--- src/rtl/serial_adder_pkg.sv ---
// -----------------------------------------------------------------------------
// serial_adder_pkg
// Shared types and helpers for the bit-serial add controller.
//   state_t : controller state encoding (IDLE, SHIFT, DONE), 2 bits
//   cnt_w() : width of the bit counter for a given operand width
// -----------------------------------------------------------------------------
package serial_adder_pkg;

    typedef enum logic [1:0] {
        IDLE  = 2'd0,
        SHIFT = 2'd1,
        DONE  = 2'd2
    } state_t;

    // Counter only has to reach WIDTH-1, so $clog2(WIDTH) bits suffice.
    function automatic int cnt_w(input int width);
        return (width < 2) ? 1 : $clog2(width);
    endfunction

endpackage

--- src/rtl/serial_adder_ctrl_full_adder.sv ---
// -----------------------------------------------------------------------------
// full_adder
// One-bit full adder cell, the single datapath element reused every cycle by
// serial_adder_ctrl.
// Ports:
//   A, B   : operand bits
//   C_in   : carry in
//   S      : sum bit
//   C_out  : carry out
// -----------------------------------------------------------------------------
module full_adder (
    input  logic A,
    input  logic B,
    input  logic C_in,
    output logic S,
    output logic C_out
);

    assign S     = A ^ B ^ C_in;
    assign C_out = (A & B) | (C_in & (A ^ B));

endmodule

--- src/rtl/serial_adder_ctrl.sv ---
// -----------------------------------------------------------------------------
// serial_adder_ctrl
// Bit-serial adder: processes a WIDTH-bit operand pair one bit per clock,
// LSB first, through a single full_adder cell. {C_out,S} = A + B + C_in.
//
// Parameters:
//   WIDTH  : operand/result width (>= 2)
// Ports:
//   CLK    : clock, rising edge
//   RST    : asynchronous reset, active-high
//   start  : request, sampled only in IDLE or DONE
//   A, B   : operands, captured on accepted start
//   C_in   : initial carry, captured on accepted start
//   SUB    : (only with SERIAL_ADDER_SUB_EN) 1 = compute A - B
//   S      : sum, updated on entry to DONE and held afterwards
//   C_out  : final carry (with SUB: 1 = no borrow)
//   busy   : high while bits are being processed
//   done   : one-cycle pulse when the result has just completed
//
// Optional feature macro: SERIAL_ADDER_SUB_EN (adds SUB port, subtraction).
// Latency: start sampled at edge k -> done high after edge k+WIDTH.
// -----------------------------------------------------------------------------
module serial_adder_ctrl
    import serial_adder_pkg::*;
#(
    parameter int WIDTH = 8
) (
    input  logic             CLK,
    input  logic             RST,
    input  logic             start,
    input  logic [WIDTH-1:0] A,
    input  logic [WIDTH-1:0] B,
    input  logic             C_in,
`ifdef SERIAL_ADDER_SUB_EN
    input  logic             SUB,
`endif
    output logic [WIDTH-1:0] S,
    output logic             C_out,
    output logic             busy,
    output logic             done
);

    localparam int CNT_W = cnt_w(WIDTH);

    state_t             r_state;
    state_t             w_next_state;

    logic [WIDTH-1:0]   r_a_sr;
    logic [WIDTH-1:0]   r_b_sr;
    logic [WIDTH-1:0]   r_res_sr;
    logic               r_carry;
    logic [CNT_W-1:0]   r_cnt;
    logic [WIDTH-1:0]   r_s;
    logic               r_c_out;

    logic               w_accept;
    logic               w_last;
    logic               w_sum;
    logic               w_cell_cout;
    logic [WIDTH-1:0]   w_b_load;
    logic               w_c_load;

    // A new operation may start only when no bits are in flight.
    assign w_accept = start && ((r_state == IDLE) || (r_state == DONE));
    assign w_last   = (r_cnt == CNT_W'(WIDTH - 1));

`ifdef SERIAL_ADDER_SUB_EN
    // A - B == A + ~B + 1; C_in is ignored when subtracting.
    assign w_b_load = SUB ? ~B : B;
    assign w_c_load = SUB ? 1'b1 : C_in;
`else
    assign w_b_load = B;
    assign w_c_load = C_in;
`endif

    full_adder u_full_adder (
        .A     (r_a_sr[0]),
        .B     (r_b_sr[0]),
        .C_in  (r_carry),
        .S     (w_sum),
        .C_out (w_cell_cout)
    );

    // ---------------------------------------------------------------- state
    // NOTE: every clocked process uses non-blocking assignments so all
    // registers update from the same pre-edge values.
    always_ff @(posedge CLK or posedge RST) begin
        if (RST) begin
            r_state <= IDLE;
        end else begin
            r_state <= w_next_state;
        end
    end

    // ----------------------------------------------------------- next state
    always_comb begin
        // NOTE: default first so no path leaves w_next_state unassigned,
        // which would infer a latch.
        w_next_state = r_state;
        unique case (r_state)
            IDLE:    if (w_accept) w_next_state = SHIFT;
            SHIFT:   if (w_last)   w_next_state = DONE;
            DONE:    w_next_state = w_accept ? SHIFT : IDLE;
            default: w_next_state = IDLE;
        endcase
    end

    // -------------------------------------------------------------- outputs
    always_comb begin
        busy = 1'b0;
        done = 1'b0;
        unique case (r_state)
            SHIFT:   busy = 1'b1;
            DONE:    done = 1'b1;
            default: ;
        endcase
    end

    // ------------------------------------------------------------- datapath
    // NOTE: the shift registers, carry and counter are all reset so an
    // interrupted operation leaves no trace once RST is released.
    always_ff @(posedge CLK or posedge RST) begin
        if (RST) begin
            r_a_sr   <= '0;
            r_b_sr   <= '0;
            r_res_sr <= '0;
            r_carry  <= 1'b0;
            r_cnt    <= '0;
            r_s      <= '0;
            r_c_out  <= 1'b0;
        end else if (w_accept) begin
            r_a_sr  <= A;
            r_b_sr  <= w_b_load;
            r_carry <= w_c_load;
            r_cnt   <= '0;
        end else if (r_state == SHIFT) begin
            r_a_sr   <= {1'b0, r_a_sr[WIDTH-1:1]};
            r_b_sr   <= {1'b0, r_b_sr[WIDTH-1:1]};
            // Sum bits enter at the MSB; after WIDTH shifts bit 0 is the LSB.
            r_res_sr <= {w_sum, r_res_sr[WIDTH-1:1]};
            r_carry  <= w_cell_cout;
            r_cnt    <= r_cnt + 1'b1;
            if (w_last) begin
                // The final sum bit is still on the wire, so publish the
                // shifted value directly rather than r_res_sr.
                r_s     <= {w_sum, r_res_sr[WIDTH-1:1]};
                r_c_out <= w_cell_cout;
            end
        end
    end

    assign S     = r_s;
    assign C_out = r_c_out;

endmodule
--- config.mk ---
export PLATFORM = sky130hd
export DESIGN_NAME = serial_adder_ctrl
export DESIGN_NICKNAME = d
export VERILOG_FILES = /design/src/rtl/serial_adder_pkg.sv /design/src/rtl/serial_adder_ctrl_full_adder.sv /design/src/rtl/serial_adder_ctrl.sv
export SDC_FILE = /design/constraint.sdc
export NUM_CORES = 1
export LEC_CHECK = 0
export CORE_UTILIZATION = 51
export DETAILED_ROUTE_END_ITERATION = 8
export PLACE_DENSITY = 0.78
export SYNTH_ARGS = -nofsm -noshare
export SYNTH_HDL_FRONTEND = slang
export SYNTH_SLANG_ARGS = --single-unit
--- constraint.sdc ---
create_clock -name CLK -period 1.85 [get_ports CLK]
set_input_delay 0.555 -clock CLK [delete_from_list [all_inputs] [get_ports CLK]]
set_output_delay 0.555 -clock CLK [all_outputs]
set_load 0.01 [all_outputs]
-- Word level (Yosys, flattened, before mapping)
Index checks and enable logic that the tools add are counted.
- flip-flop bits (word level): 39
- bits in latches: 0
- memory bits (writable): 0
- bits in read-only memories: 0
- bits of input ports: 20
- word-level logic and storage cells: 41
- memories: 0
- $add $sub $neg: 1
- multiply operators: 0
- divide/modulo/power cells: 0
- magnitude comparators: 0
- eq/ne operators: 5
- shift operators: 0
- mux-type cells: 14
- bitwise logic cells: 6
- reductions and logical operators: 7
- operator list (cell ; number):
    $mux W8 ; 4
    $mux W3 ; 2
    $pmux W2 S3 ; 1
    $mux W1 ; 5
    $mux W2 ; 2
    $ne A2 B2 Y1 const B ; 2
    $reduce_and A2 Y1 ; 2
    $add A3 B1 Y3 const B ; 1
    $eq A3 B3 Y1 const B ; 1
    $reduce_and A3 Y1 ; 1
    $and A1 B1 Y1 ; 2
    $eq A2 B1 Y1 const B ; 1
    $eq A2 B2 Y1 const B ; 1
    $logic_not A2 Y1 ; 1
    $reduce_bool A2 Y1 ; 1
    $xor A1 B1 Y1 ; 2
    $logic_and A1 B1 Y1 ; 1
    $logic_or A1 B1 Y1 ; 1
    $not A1 Y1 ; 1
    $or A1 B1 Y1 ; 1

-- Depth between registers and ports, before layout
Gate-level depths: netlist of run 1.
- depth in word-level cells: 5
- gate-level depth with buffers: 7
- gate-level depth less buffers: 4

-- Cells and area by module
A second synthesis of run 1 with hierarchy kept.
- cell total of the unflattened synthesis: 146
- area total of the unflattened synthesis: 1715.4 µm²
- modules (own cells, without submodules) (module ; instances ; cells each ; area each (µm²) ; sequential area each (µm²)):
    serial_adder_ctrl ; 1 ; 145 ; 1695.4 ; 950.9
    full_adder ; 1 ; 1 ; 20.0 ; 0.0

-- Worst setup path after synthesis of run 1
No wires, ideal clock.
- path type: register -> output
- from: reg r_state[1]
- to: out busy
- data arrival time: 0.815 ns
- required time: 1.295 ns
- setup slack: 0.480 ns
- cell stages (with the launch flop): 4
- cells stage by stage: dfrtp_1 nand2b_1 buf_2 inv_4
- cells in the longest elaborated chain, start to end: 2
- RTL lines (item ; line ; RTL):
    start: declaration ; serial_adder_ctrl.sv:45 ; state_t r_state;
    start signal: assignment ; serial_adder_ctrl.sv:91 ; r_state <= w_next_state;
    $eq A2 B1 Y1 ; serial_adder_ctrl.sv:112 ; unique case (r_state)
    $mux W1 ; serial_adder_ctrl.sv:112 ;
    end: declaration ; serial_adder_ctrl.sv:39 ; output logic busy,
No other way between the ends.

-- Worst setup path after layout of run 1
- from: reg r_s[7], in the netlist S[7]
- to: out S[7]
- RTL lines (item ; line ; RTL):
    start: declaration ; serial_adder_ctrl.sv:53 ; logic [WIDTH-1:0] r_s;
    start signal: assignment ; serial_adder_ctrl.sv:146 ; r_s <= {w_sum, r_res_sr[WIDTH-1:1]};
    end: declaration ; serial_adder_ctrl.sv:37 ; output logic [WIDTH-1:0] S,
No word-level cell between the ends.

==> results.md, run 1 <==
* Slew Viols, Final at 0
* Sw Ratio at 36.9%
* Mapped Area at 0.00167 sq mm
* Antenna cells at 0
* Combinational Power Share at 44.4%
* Setup repair bufs after CTS at 0
* First-pass DRT Iterations at 4
* Post-Synthesis Cells at 146
* Fin crit period at 1.81 ns
* Setup TNS at 0 ns
* Max VDD drop at 0.717 mV
* # port buffers at 30
* Family with the most delay on the worst path: buffers and inverters
* Register area at 951 sq um
* Drt first-iter violations at 31
* Initial antenna violation count at 0
* Die Height at 59.3 microns
* ANT nets after route at 0
* Worst slew margin at 83.3%
* Max Root-Sink Buffers at 2
* Critical path class: reg2out
* Layout overhead on the synthesized area at 24.0%
* Switch Pwr at 1270 uW
* Die ar. at 0.00352 sq mm
* Outcome: completed
* CTS buffer count at 5
* Util after Layout at 67.4%
* Max stage delay on crit path at 0.54 ns
* Clock slew seen by the registers of the worst setup and hold paths at 0.11 ns
* Internal Pwr Total at 2170 uW
* Worst-Margin Slew at 0.250 ns
* CP Capture Type: primary output
* Mapped Nets at 169
* CTS tree: yes
* Final-report hold violation count at 0
* FP Rows at 20
* Leak at 0.000986 uW
* CTS Sinks at 38
* Critical path peak fanout at 2
* Fin nets at 205
* RSZ-0062 raised after global routing: no
* Layout cells sized above 1 at 21.3%
* Netlist cell types at 24
* Worst hold-check path type: reg2reg
* DR vias/cell at 5.03
* Count of final setup violators at 0
* Total track usage at 20.8%
* Final RePlAce weighted congestion at 0.716
* Top cells by count, synth: 38 x dfrtp_1, 21 x nand2_1, 16 x inv_1
* Die width at 59.3 microns
* Congestion Overflow GR at 0
* Max_cap viols at 0
* Largest cells by area after synthesis: dfrtp_1 57%, mux2_2 6.7%, a21oi_2 5.2%, o22ai_1 5.2%, nand2_1 4.7%
* Yosys reg bits at 38
* First-pass GRT wire length at 5.28 mm
* Top cell type by total area after synthesis: dfrtp_1
* Power share of the clock group at 13.2%
* Top-count cell post-synth: dfrtp_1
* Vias in the first global route at 1219
* EDFF count, synth at 0
* Initial core utilization at 54.4%
* DR WL/cell at 13.4 microns
* CP cell instances: clkdlybuf4s50_1
* Max Clock Freq at 552 MHz
* Clock Skews at 0.00660 ns
* Yosys top cell area share at 56.8%
* HPWL after DPL at 2.20 mm
* Multi-input logic area at 583 sq um
* Ys flop type: dfrtp_1
* Via Count at 1141
* Mean Syn Cell Area at 11.5 sq um
* Crit-path slowest cell: clkdlybuf4s50_1
* Asr flop ratio synth at 100%
* Bufs and invs on worst path at 1
* Worst path arrival time at 1.26 ns
* Core Region at 0.00308 sq mm
* Largest net degree at the start of global routing at 39
* Startpoint types: register
* I/O Pins at 31
* Sequential share of power at 42.4%
* Worst endpoint required time at 1.29 ns
* Total routed wirelength at 3.04 mm
* CTS H-tree depth at 2
* Cell Pwr Density at 1660 mW/mm^2
* Fillers at 261
* CTS root buffer: clkbuf_4
* Remaining DRCs at 0
* Warnings from Yosys at 0
* Seq/Total Area, Yosys at 56.8%
* Skew-Pair Late Insertion Delay at 0.34 ns
* Fin crit share at 98.0%
==> path summary, 6_finish.rpt <==
path	slack (ns)	end	cells past startpoint	from
worst max-delay path	0.04	S[7]	1	S[7]$_DFFE_PP0P_
worst min-delay path	0.49	r_res_sr[1]$_DFFE_PP0P_	2	r_res_sr[1]$_DFFE_PP0P_
worst max register to register	0.38	C_out$_DFFE_PP0P_	4	r_cnt[0]$_DFFE_PP0P_
worst min register to register	0.49	r_res_sr[1]$_DFFE_PP0P_	2	r_res_sr[1]$_DFFE_PP0P_
max in group asynchronous	1.11	r_b_sr[0]$_DFFE_PP0P_	3	RST
min in group asynchronous	0.56	S[3]$_DFFE_PP0P_	3	RST
==> layout make-up <==
type | instances | area share [%]
Multi-Input combinational cell | 83 | 28.1
Timing Repair Buffer | 37 | 17.4
Sequential cell | 38 | 45.8
Clock buffer | 7 | 2.65
Clock inverter | 1 | 0.241
Inverter | 17 | 3.19
Tap cell | 44 | 2.65
==> cells in the final DEF (no fill, tap or decap), types with 2 or more instances in the layout <==
master / n
a21oi_1: 5
a21oi_2: 10
a22o_1: 2
buf_4: 6
clkbuf_4: 5
clkdlybuf4s50_1: 28
dfrtp_1: 38
ha_1: 2
inv_1: 16
mux2_2: 10
mux2i_1: 3
nand2_1: 21
nand3_1: 3
nor2b_1: 2
o21ai_0: 4
o22ai_1: 14
==> per-stage QoR <==
step	hold slack (ns)	instances	cell area (sq um)	setup slack, ns	total power, uW
floorplan	0.442	146	1670	0.434	2580
global placement	0.458	219	2020	0.127	2920
detailed placement	0.475	219	2020	0.0988	3030
CTS	0.502	227	2080	0.0336	3460
global route	0.523	227	2080	0.00322	3710
finish	0.493	227	2080	0.0369	3440
==> state kept, by name, summed over array words and instances (netlist names) <==
| name | flops |
|---|---|
| r_cnt | 3 |
| r_state | 2 |
| S | 8 |
| r_b_sr | 8 |
| r_res_sr | 7 |
| r_carry | 1 |
| r_a_sr | 8 |
| C_out | 1 |
==> power by group through the flow <==
stage	registers (uW)	clock network, uW	logic [uW]
after floorplan	1460	0	1120
after global placement	1450	0	1470
after detailed placement	1480	0	1550
after CTS	1460	456	1540
after global routing	1510	490	1710
final	1460	453	1530
==> per-layer routing <==
metal	share of wire [%]	GRT usage [%]	up-vias
met5	0	0	-
met4	1.9	10.5	0
met3	3.9	4.37	7
met2	53	38.0	31
met1	41	22.5	542
li1	-	-	561
==> kinds of logic after synthesis <==
kind of cell               after synthesis  share of synthesized area (%)
buffers and inverters                   25                           8.37
AOI/OAI and AO/OA                       36                           14.6
and+or+nand+nor                         31                           8.97
DFF                                     38                           56.8
adders and majority gates                3                           2.69
muxes                                   13                           8.52
==> repair_timing <==
item | in CTS | in global routing
setup endpoints to repair | 2 | 2
resized for setup | 3 | 2
hold buffers | 0 | 0
(Power assumes the default switching activity.)
==> run 2: changes to the inputs <==
Settings changed: CELL_PAD_IN_SITES_DETAIL_PLACEMENT set to 2, CELL_PAD_IN_SITES_GLOBAL_PLACEMENT set to 2, CORE_UTILIZATION 51 to 30, PLACE_DENSITY 0.78 to not set, PLACE_DENSITY_LB_ADDON set to 0.1, SETUP_SLACK_MARGIN set to 0.05.
Clock period 1.85 ns to 1.63 ns, I/O delays scaled along.
==> results.md, run 2 (same netlist as run 1, synthesis figures left out) <==
* Vias in the first global route at 1349 (was 1219)
* Crit Reg-Reg Endpoint: r_a_sr[3]$_DFFE_PP0P_ (was C_out$_DFFE_PP0P_)
* Worst-Margin Slew at 0.280 ns (was 0.250 ns)
* First-pass GRT wire length at 6.63 mm (was 5.28 mm)
* Fin nets at 208 (was 205)
* I/O Pins at 31 (unchanged)
* HPWL after DPL at 2.70 mm (was 2.20 mm)
* Count of final setup violators at 0 (unchanged)
* Drt first-iter violations at 22 (was 31)
* Max_cap viols at 0 (unchanged)
* Layout overhead on the synthesized area at 29.1% (was 24.0%)
* Worst path arrival time at 1.04 ns (was 1.26 ns)
* Antenna cells at 0 (unchanged)
* Total routed wirelength at 3.81 mm (was 3.04 mm)
* Max VDD drop at 0.515 mV (was 0.717 mV)
* Commonest non-fill, non-tap cell in the layout: dfrtp_1 (unchanged)
* Max stage delay on crit path at 0.40 ns (was 0.54 ns)
* CTS root buffer: clkbuf_8 (was clkbuf_4)
* Max Clock Freq at 653 MHz
* Congestion Overflow GR at 0 (unchanged)
* Leak at 0.00104 uW (was 0.000986 uW)
* Final RePlAce weighted congestion at 0.739 (was 0.716)
* Die Height at 76.7 microns (was 59.3 microns)
* Most used cell along the critical path: buf_6
* RSZ-0062 raised after global routing: yes (was no)
* Fin crit period at 1.53 ns
* Initial core utilization at 32.0% (was 54.4%)
* CP startpoint: r_state[1]$_DFFE_PP0P_ (was S[7]$_DFFE_PP0P_)
* Clock Skews at 0.00490 ns (was 0.00660 ns)
* Setup TNS at 0 ns (unchanged)
* Cts hold-fix bufs at 0 (unchanged)
* Cell Pwr Density at 1860 mW/mm^2 (was 1660 mW/mm^2)
* CTS H-tree depth at 2 (unchanged)
* CTS Sinks at 38 (unchanged)
* FF-to-FF Start: r_state[0]$_DFFE_PP0P_ (was r_cnt[0]$_DFFE_PP0P_)
* Final-report hold violation count at 0 (unchanged)
* Worst slew margin at 81.3% (was 83.3%)
* Die ar. at 0.00588 sq mm (was 0.00352 sq mm)
* Hold_sp: r_res_sr[1]$_DFFE_PP0P_ (unchanged)
* Via Count at 1209 (was 1141)
* Hold Path Depth at 2 (unchanged)
* Die width at 76.7 microns (was 59.3 microns)
* CP Capture Type: primary output (unchanged)
* Core Region at 0.00524 sq mm (was 0.00308 sq mm)
* Skew-Pair Late Insertion Delay at 0.28 ns (was 0.34 ns)
* Max Root-Sink Buffers at 2 (unchanged)
* Slew Viols, Final at 0 (unchanged)
* Initial antenna violation count at 0 (unchanged)
* ANT nets after route at 0 (unchanged)
* Leading cell types in the layout, fill and taps excluded: 38 x dfrtp_1, 21 x nand2_1, 19 x clkdlybuf4s50_1, 16 x inv_1, 14 x o22ai_1 (was 38 x dfrtp_1, 28 x clkdlybuf4s50_1, 21 x nand2_1, 16 x inv_1, 14 x o22ai_1)
* Total track usage at 14.5% (was 20.8%)
* Cells on worst reg2reg path at 4 (unchanged)
* Clock slew seen by the registers of the worst setup and hold paths at 0.07 ns (was 0.11 ns)
* DR vias/cell at 4.76 (was 5.03)
* Hold-critical path endpoint: r_res_sr[1]$_DFFE_PP0P_ (unchanged)
* CP cell instances: buf_6, nor2b_4, buf_6 (was clkdlybuf4s50_1)
* Outcome: completed (unchanged)
* Largest net degree at the start of global routing at 39 (unchanged)
* Critical path peak fanout at 2 (unchanged)
* Worst R2R Setup Slack at 0.16 ns (was 0.38 ns)
* Register area at 951 sq um (unchanged)
* DR WL/cell at 15.0 microns (was 13.4 microns)
* DP Worst Slack at -0.0493 ns (was 0.0988 ns)
* FP Rows at 26 (was 20)
* Worst hold-check path type: reg2reg (unchanged)
* Setup ws final at 0.0982 ns (was 0.0369 ns)
* First-pass DRT Iterations at 3 (was 4)
* # port buffers at 30 (unchanged)
* Fin crit share at 94.0%
* Worst endpoint required time at 1.14 ns (was 1.29 ns)
* Critical path class: reg2out (unchanged)
* Multi-input logic area at 598 sq um (was 583 sq um)
* Crit-path slowest cell: dfrtp_1 (was clkdlybuf4s50_1)
* Fillers at 570 (was 261)
* Layout cells sized above 1 at 23.9% (was 21.3%)
* CTS tree: yes (unchanged)
* CTS buffer count at 5 (unchanged)
* Startpoint types: register (unchanged)
* Remaining DRCs at 0 (unchanged)
run 2: power breakdown:
| group | total (uW) | internal (uW) | switching, uW | leakage [uW] |
|---|---|---|---|---|
| registers | 1670 | 1390 | 281 | 0.000466 |
| clock network | 634 | 326 | 308 | 0.0000431 |
| logic | 1720 | 818 | 903 | 0.000529 |
| total | 4030 | 2540 | 1490 | 0.00104 |
run 2: final cells by class:
class                   count  share of cell area [%]
repair buffers             40                    17.4
flip-flops and latches     38                    44.0
inverters                  17                    3.07
clock buffers               6                    3.82
multi-input cells          83                    27.7
well taps                  70                    4.05
run 2: worst max-delay path by stage:
stage / slack, ns / end
floorplan: 0.28 / C_out$_DFFE_PP0P_
global placement: -0.02 / r_cnt[2]$_DFFE_PP0P_
detailed placement: -0.05 / r_a_sr[6]$_DFFE_PP0P_
CTS: 0.06 / done
global route: 0.04 / busy
finish: 0.1 / done
run 2: timing repair:
| action | CTS | global route |
|---|---|---|
| gates resized for setup | 19 | 2 |
| endpoints found under the setup margin | 11 | 1 |
| buffers inserted | 0 | 1 |
run 2: stage by stage:
step           hold WS (ns)  util (%)  cells  area, sq um  power, uW
6_report              0.486      41.3    254         2160       4030
5_1_grt               0.507      41.3    254         2160       4390
4_1_cts               0.491      40.9    253         2140       4110
3_5_place_dp          0.473      39.5    247         2070       3530
3_3_place_gp          0.454      39.5    247         2070       3390
2_1_floorplan         0.442         -    146         1670       2930
run 2: per-layer routing:
layer | up-vias | part of all wire [%] | global-route usage (%)
met4 | 0 | 0.60 | 5.19
met5 | - | 0 | 0
met2 | 22 | 52 | 25.3
met1 | 619 | 44 | 17.1
li1 | 566 | - | -
met3 | 2 | 3.5 | 3.93
run 2: critical path, delay by kind of cell, from the launching register on:
family        cells  cell delay (ns)
buf+inv           2             0.24
flops             1             0.40
simple gates      1             0.11
==> variant, RTL diff (config.mk and constraints of run 1) <==
Set the parameter `WIDTH` to 6 (it was 8).
--- a/src/rtl/serial_adder_ctrl.sv
+++ b/src/rtl/serial_adder_ctrl.sv
@@ -25,3 +25,3 @@
 #(
-    parameter int WIDTH = 8
+    parameter int WIDTH = 6
 ) (
Interface: changed (resized A, B and S); port bits go from 31 to 25. No check against the original RTL was run, so the function may have changed too.
==> variant against run 1 <==
Power decreased by 19%; synthesized cell count decreased by 9.6%; synthesized area decreased by 13%; design area decreased by 13%; combinational power decreased by 22%; sequential share of layout area decreased by 4.4 points; setup slack improved by 0.031 ns; register-to-register slack improved by 0.11 ns; wire length decreased by 16%; sequential cell count decreased by 8; largest power group is now sequential cells; first-iteration DRC count decreased by 35%; via count decreased by 8.2%.
==> variant: results <==
[cells_and_area]
drive_above_1_share_pct = 14.72
fillers = 208
antenna_cells = 0
nets = 181

[pwr]
ir_worst_vdd_mv = 1.055
switchingPower_uw = 997.0
p_leak_uw = 0.0007817

[worst_setup_path]
reg2reg_slack_ns = 0.49
crit_slowest_cell = "clkdlybuf4s50_1"
slowest_delay_ns = 0.54
crit_family = "buffers and inverters"
cp.arrival_ns = 1.23
path_max_fanout = 2

[synth]
async_reset_ff_share_pct = 100.0
ys_seq_area_share_pct = 51.41
syn-num-nets = 151
yosys-top-cells-count = "dfrtp_1 (30), nand2_1 (18), mux2i_1 (13)"
synthTopCellsByArea = "dfrtp_1 (51%), mux2i_1 (8.9%), a211oi_1 (5.7%), mux2_2 (5.4%), nor2b_1 (5.1%)"
synth.distinct_cells = 22
ys_warn_count = 0

[clock_tree]
clock_path_buffers = 2
cts_buffers = 5
clk_pin_slew_ns = 0.09
cts-root-buf = "clkbuf_4"
clkLatencyLatePin_ns = 0.33

[min_path]
hp-class = "flip-flop to flip-flop"

[placement]
port_buffers = 24
hpwl_um = 1794
gp_congestion = 0.7489

[sta]
hold_ws_ns = 0.4873
worst_slew_pin_slew_ns = 0.3757
finalClockSkew_ns = 0.005866

[global_route]
grt_max_degree = 31
grt_pass1_vias = 991
antenna_found_initial = 0
grt_pass1_wl_um = 4588
grt_util_all_layers_pct = 19.91

[routing]
vias_per_cell = 5.402
drtIter0Drc = 20
routed_wl_um = 2551

[status]
outcome = "complete, no violations"
variant: cell types whose count changed after synthesis, sizes merged, moves of 8 or more:
cell	delta
inv	-14
o22ai	-14
a211oi	+10
mux2i	+10
nor2b	+10
dfrtp	-8
variant: final cells by class:
type                    count  area [um^2]  share of cell area [%]
clock buffers               7        55.05                   3.039
clock inverters             1        5.005                  0.2762
inverters                   4        20.02                   1.105
multi-input cells          90        639.4                   35.29
flip-flops and latches     30        750.7                   41.44
well taps                  31        38.79                   2.141
repair buffers             31        302.8                   16.71
variant: worst paths after layout:
| check | end | depth (start not counted) | from |
|---|---|---|---|
| worst min register to register | r_res_sr[1] | 2 | r_res_sr[1] |
| worst max register to register | S[1] | 5 | r_state[0] |
| worst max-delay path | S[5] | 1 | S[5] |
| worst min-delay path | r_res_sr[1] | 2 | r_res_sr[1] |
| max in group asynchronous | r_b_sr[3] | 3 | RST |
| min in group asynchronous | S[0] | 3 | RST |
variant: what timing repair did:
action / in CTS / in global routing
setup endpoints to repair: 2 / 0
setup buffers: 1 / 0
gates resized for setup: 2 / 0
variant: worst reg2reg max path: stages, from the launching register on:
cell      delay [ns]
dfrtp_1         0.44
nand2b_4        0.11
clkinv_4        0.04
buf_4           0.15
nand3_4         0.15
mux2_2          0.36
variant: kinds of logic (layout without fill, tap and decap cells):
group / after synthesis / count (layout) / share of synthesized area [%]
simple gates: 39 / 39 / 14.40
flops: 30 / 30 / 51.41
compound gates: 27 / 27 / 11.40
mux: 20 / 20 / 14.31
buf+inv: 12 / 43 / 4.799
fa+ha+maj: 3 / 3 / 3.085
xor+xnor: 1 / 1 / 0.5999
variant: through the flow:
| stage | utilization (%) | area [um^2] | instances | setup slack (ns) |
|---|---|---|---|---|
| finish | 66.27 | 1812 | 194 | 0.06823 |
| global route | 66.27 | 1812 | 194 | 0.0001844 |
| CTS | 66.27 | 1812 | 194 | 0.03694 |
| detailed placement | 63.89 | 1747 | 185 | 0.1154 |
| global placement | 63.89 | 1747 | 185 | 0.1565 |
| floorplan | - | 1460 | 132 | 0.3880 |
variant: per-layer routing:
| layer | part of all wire [%] | GRT usage, % |
|---|---|---|
| met5 | 0 | 0 |
| met1 | 46 | 25.35 |
| met3 | 3.8 | 7.026 |
| met2 | 48 | 31.33 |
| met4 | 1.5 | 7.500 |
variant: power groups by stage:
stage / clock network [uW] / registers, uW / logic [uW]
6_report: 394 / 1200 / 1190
5_1_grt: 445 / 1240 / 1340
4_1_cts: 417 / 1200 / 1200
3_5_place_dp: 0 / 1210 / 1190
3_3_place_gp: 0 / 1190 / 1150
2_1_floorplan: 0 / 1180 / 818
